**src/rtl/cmd_queue.sv**
```systemverilog
// Command FIFO feeding the command issuer: host pushes plus issuer requeues,
// requeue has write priority, head presented first-word-fall-through.
module cmd_queue #(
  parameter int DEPTH = 16,
  parameter int CMD_W = 64
) (
  input  logic                     i_clk,
  input  logic                     i_rst,
  input  logic                     i_host_write,
  input  logic [CMD_W-1:0]         i_host_cmd,
  output logic                     o_host_ready,
  input  logic                     i_write,
  input  logic [CMD_W-1:0]         i_cmd,
  input  logic                     i_read,
  output logic [CMD_W-1:0]         o_cmd,
  output logic                     o_valid,
  input  logic                     i_flush,
  output logic [$clog2(DEPTH):0]   o_count,
  output logic                     o_overflow,
  output logic                     o_underflow
);

  localparam int AW = $clog2(DEPTH);
  localparam int CW = AW + 1;
  localparam logic [CW-1:0] FULL_CNT = CW'(DEPTH);

  logic [CMD_W-1:0] mem [DEPTH];
  logic [AW-1:0]    wp;
  logic [AW-1:0]    rp;
  logic [CW-1:0]    cnt;
  logic             ovf;
  logic             unf;

  logic             empty;
  logic             rd;
  logic             space;
  logic             host_ready;
  logic             wr;
  logic [CMD_W-1:0] wdata;

  // A full queue still has room when the head leaves in the same cycle.
  always_comb begin
    empty      = (cnt == '0);
    rd         = i_read && !empty;
    space      = (cnt != FULL_CNT) || rd;
    host_ready = !i_write && space && !i_flush;
    wr         = !i_flush && ((i_write && space) || (!i_write && i_host_write && host_ready));
    wdata      = i_write ? i_cmd : i_host_cmd;
  end

  always_ff @(posedge i_clk or posedge i_rst) begin
    if (i_rst) begin
      wp  <= '0;
      rp  <= '0;
      cnt <= '0;
      ovf <= 1'b0;
      unf <= 1'b0;
    end else if (i_flush) begin
      wp  <= '0;
      rp  <= '0;
      cnt <= '0;
      ovf <= 1'b0;
      unf <= 1'b0;
    end else begin
      if (wr) wp <= wp + 1'b1;
      if (rd) rp <= rp + 1'b1;
      if (wr && !rd)      cnt <= cnt + 1'b1;
      else if (!wr && rd) cnt <= cnt - 1'b1;
      if (i_write && !space) ovf <= 1'b1;
      if (i_read && empty)   unf <= 1'b1;
    end
  end

  // Storage is data only; it is neither reset nor cleared by flush.
  always_ff @(posedge i_clk) begin
    if (wr) mem[wp] <= wdata;
  end

  assign o_cmd        = mem[rp];
  assign o_valid      = !empty;
  assign o_count      = cnt;
  assign o_overflow   = ovf;
  assign o_underflow  = unf;
  assign o_host_ready = host_ready;

endmodule

```
**config.mk**
```make
export PLATFORM = sky130hd
export DESIGN_NAME = cmd_queue
export DESIGN_NICKNAME = d
export VERILOG_FILES = /design/src/rtl/cmd_queue.sv
export SDC_FILE = /design/constraint.sdc
export NUM_CORES = 1
export LEC_CHECK = 0
export CAP_MARGIN = 30
export CORE_MARGIN = 2
export CORE_UTILIZATION = 50
export DETAILED_ROUTE_END_ITERATION = 10
export GPL_TIMING_DRIVEN = 0
export PLACE_DENSITY = 0.79
export SLEW_MARGIN = 5
export SYNTH_ARGS = -nofsm -noshare
export SYNTH_HDL_FRONTEND = slang
export SYNTH_SLANG_ARGS = --single-unit
```
**constraint.sdc**
```tcl
create_clock -name i_clk -period 10.9 [get_ports i_clk]
set_clock_uncertainty 0.15 [all_clocks]
set_input_delay 2.725 -clock i_clk [delete_from_list [all_inputs] [get_ports i_clk]]
set_output_delay 2.725 -clock i_clk [all_outputs]
set_load 0.03 [all_outputs]
```
==> impl_metrics.toml <==
[global_routing]
grt.total_usage = 0.232
grt_overflow_total = 0
grt_antenna_before_repair = 1
first_global_vias = 20100
global_route_wire_length_before_repair_um = 137000
largest_net_degree_at_the_start_of_global_routing = 43

[flow_run]
drv.max_cap_violation_count = 0

[cts]
clock-root-buffer = "sky130_fd_sc_hd__clkbuf_16"
cts.clk_slew.worst_paths_ns = 0.06
tritoncts = "done"
largest_buffer_count_on_any_clock_path = 3
clock_latency_on_the_worst_skew_pair_ns = 0.65
cts_repair_resize_count = 0
cts_h_tree_lvls = 3
cts_made_buffers = 97
cts_sinks = 1039
postCtsSetupRepairBufs = 0
cts.hold.buffers_added = 0

[synth]
synthesis.area_um2 = 40300
seq_area_frac_synth = 0.772
synth_cells = 1614
yosysUniqueCellTypes = 46
synth_seq_cells = 1039
synth_nets = 1758
synth.avg_cell_area_um2 = 25.0
synth.yosys.warnings = 0

[route]
vias_per_std_cell = 6.19
drt-pass1-iter-count = 7
wl_per_cell_um = 30.7
vias = 19100
drt-total-wl_um = 94800
number_of_nets_still_failing_antenna_checks_after_routing = 0
dr.first_iter.drc_count = 2351
post-route-drc-count = 0

[sta]
timing.final.crit_period_ns = 7.55
finalHoldWorstSlack_ns = 0.360
unrepaired_setup_endpoints_after_global_routing = "false"
worst-slew-pin-transition_ns = 1.01
slew_violations = 0
final.period_utilization = 0.693
setup_total_negative_slack_ns = 0
report.final.hold_viol_count = 0
finalSetupViolCount = 0
maxClockFrequency_mhz = 132
max-slew-margin-rel = 0.328

[run_status]
run_status = "finished, final reports clean"

[critical_path]
timing.rr.start = "o_count[0]"
path_delay_family = "buffers and inverters"
slowest_delay_ns = 0.62
required_ns = 8.03
crit_path_frequent_cell = "sky130_fd_sc_hd__clkbuf_1"
slowest_stage = "sky130_fd_sc_hd__clkdlybuf4s50_1"
max_fanout_on_critical_path = 10
worstSetupPathType = "in -> out"
critPathBufInv = 4
arrival_ns = 4.68
critical_path.cell_chain = "clkbuf_1 -> clkbuf_1 -> clkbuf_1 -> nor3_1 -> clkdlybuf4s50_1"
crit_path_launch_type = "primary input"
endpoint_kind = "primary output"
crit_cells = 5
worst_reg2reg_setup_slack_ns = 7.52
r2r-end = "mem[7][34]"
reg2reg_depth = 6

[pwr]
cellInternalPower_uw = 7460
p_sw_frac = 0.263
report.power.total_uw = 10100
static-leakage-power_uw = 0.0145
sequentialPowerShare = 0.452
power.clock.fraction = 0.329
switching_power_uw = 2660
pwr_density_cell_nw_per_um2 = 213
power.combinational.fraction = 0.219
largest_voltage_drop_on_the_vdd_net_mv = 0.139

[layout]
num-nets-final = 2089
final_common_cell = "sky130_fd_sc_hd__edfxtp_1"
final_non_filler_cells = 3086
num_antenna_cells = 0
n_fill_cell = 5410
syn_to_final_growth_pct = 17.8
commonest_cells_after_routing_fill_and_taps_aside = "sky130_fd_sc_hd__edfxtp_1, sky130_fd_sc_hd__mux4_2, sky130_fd_sc_hd__clkdlybuf4s50_1"
fraction_of_layout_cells_with_a_size_suffix_above_1 = 0.298

[floorplanning]
die_area_um2 = 83000
initial_core_util = 0.503
rows = 104
die_w_um = 288
coreArea_um2 = 80200
io_pins = 207
chip_height_um = 288

[place]
dp.final_hpwl_um = 54700
port_buffers = 203
finalWeightedCongestion = 0.793
dp.cells = 2906

[min_path]
min_to = "o_overflow"
min_path_cells = 2
min_from = "o_overflow"
hold_path_class = "reg -> reg"
synthesized netlist by cell type, drive strengths merged:
master  count  share of area
a21oi       8        0.00099
o221a       1        0.00028
xor2        3        0.00065
a31o        1        0.00022
a211o       2        0.00043
nand4b      1        0.00022
nand3       7        0.00087
clkbuf     35         0.0033
o21ba       1        0.00025
nor4b       2        0.00043
buf        49          0.010
nand2       4        0.00037
ha          9         0.0028
a31oi       1        0.00016
mux2i       1        0.00025
inv        10        0.00093
nor2       13         0.0012
dfrtp      15         0.0093
nor2b       1        0.00016
a221oi      1        0.00022
o41ai       1        0.00022
a21o        2        0.00037
or4         1        0.00019
mux4      320           0.18
and2       13         0.0020
o21a        2        0.00037
o21bai      1        0.00019
a211oi      3        0.00056
o21ai       3        0.00047
nand4       3        0.00047
xnor2       3        0.00065
edfxtp   1024           0.76
nor4        2        0.00031
o211ai      3        0.00081
nor3        3        0.00050
mux2       64          0.018
fa          1        0.00050
kinds of logic (layout without fill, tap and decap cells):
| family | count (synthesis) | in the layout | synth area share |
|---|---|---|---|
| adders and majority gates | 10 | 10 | 0.00329 |
| and+or+nand+nor | 50 | 50 | 0.00673 |
| AOI/OAI and AO/OA | 30 | 30 | 0.00552 |
| xor gates and xnor gates | 6 | 6 | 0.00130 |
| muxes | 385 | 385 | 0.197 |
| DFF | 1039 | 1039 | 0.772 |
| buffers and inverters | 94 | 506 | 0.0143 |
stage by stage:
step | setup slack, ns | instance area, um^2 | utilization
after CTS | 3.27 | 47500 | 0.593
after floorplan | 3.99 | 40300 | -
after detailed placement | 3.27 | 44400 | 0.554
after global routing | 3.18 | 47500 | 0.593
final | 3.35 | 47500 | 0.593
after global placement | 0.450 | 43700 | 0.545
routing by layer:
metal / track usage / vias to the layer above / share of wire
li1: - / 7695 / -
met1: 0.299 / 10100 / 0.36
met2: 0.395 / 1096 / 0.52
met3: 0.0455 / 188 / 0.092
met4: 0.0890 / 2 / 0.034
met5: 0 / - / 0.00012
power by group through the flow:
stage | logic (uW) | registers (uW) | clock network, uW
4_1_cts | 2250 | 4570 | 3370
6_report | 2210 | 4570 | 3330
3_5_place_dp | 2230 | 4660 | 0
3_3_place_gp | 2170 | 4660 | 0
2_1_floorplan | 1470 | 4660 | 0
5_1_grt | 2340 | 4580 | 3510
sequential cells by signal (all words and copies together) (netlist names):
| signal | flops |
|---|---|
| o_overflow | 1 |
| mem | 1024 |
| o_count | 5 |
| o_underflow | 1 |
| rp | 4 |
| wp | 4 |
layout make-up:
cell class / count / area, um^2 / share of cell area
Buffer: 84 / 538 / 0.0113
Tap cell: 1060 / 1330 / 0.0279
Clock buffer: 120 / 2530 / 0.0534
Clock inverter: 60 / 571 / 0.0120
Sequential cell: 1039 / 31100 / 0.655
Inverter: 10 / 37.5 / 0.000790
Timing Repair Buffer: 232 / 2680 / 0.0564
Multi-Input combinational cell: 481 / 8700 / 0.183
worst min-delay path: cells and delay by family, from the launching register on:
kind               cells  cell delay, ns
DFF                    1            0.35
and+or+nand+nor        1            0.08
AOI/OAI and AO/OA      1            0.05
how the worst max path moves through the flow:
stage                 start  slack (ns)           end
2_1_floorplan       i_write        3.99  o_host_ready
3_3_place_gp   i_host_write        0.45   mem[12][30]
3_5_place_dp        i_write        3.27  o_host_ready
4_1_cts             i_write        3.27  o_host_ready
5_1_grt             i_write        3.18  o_host_ready
6_report            i_write        3.35  o_host_ready
Power figures use the tool's default switching activity.
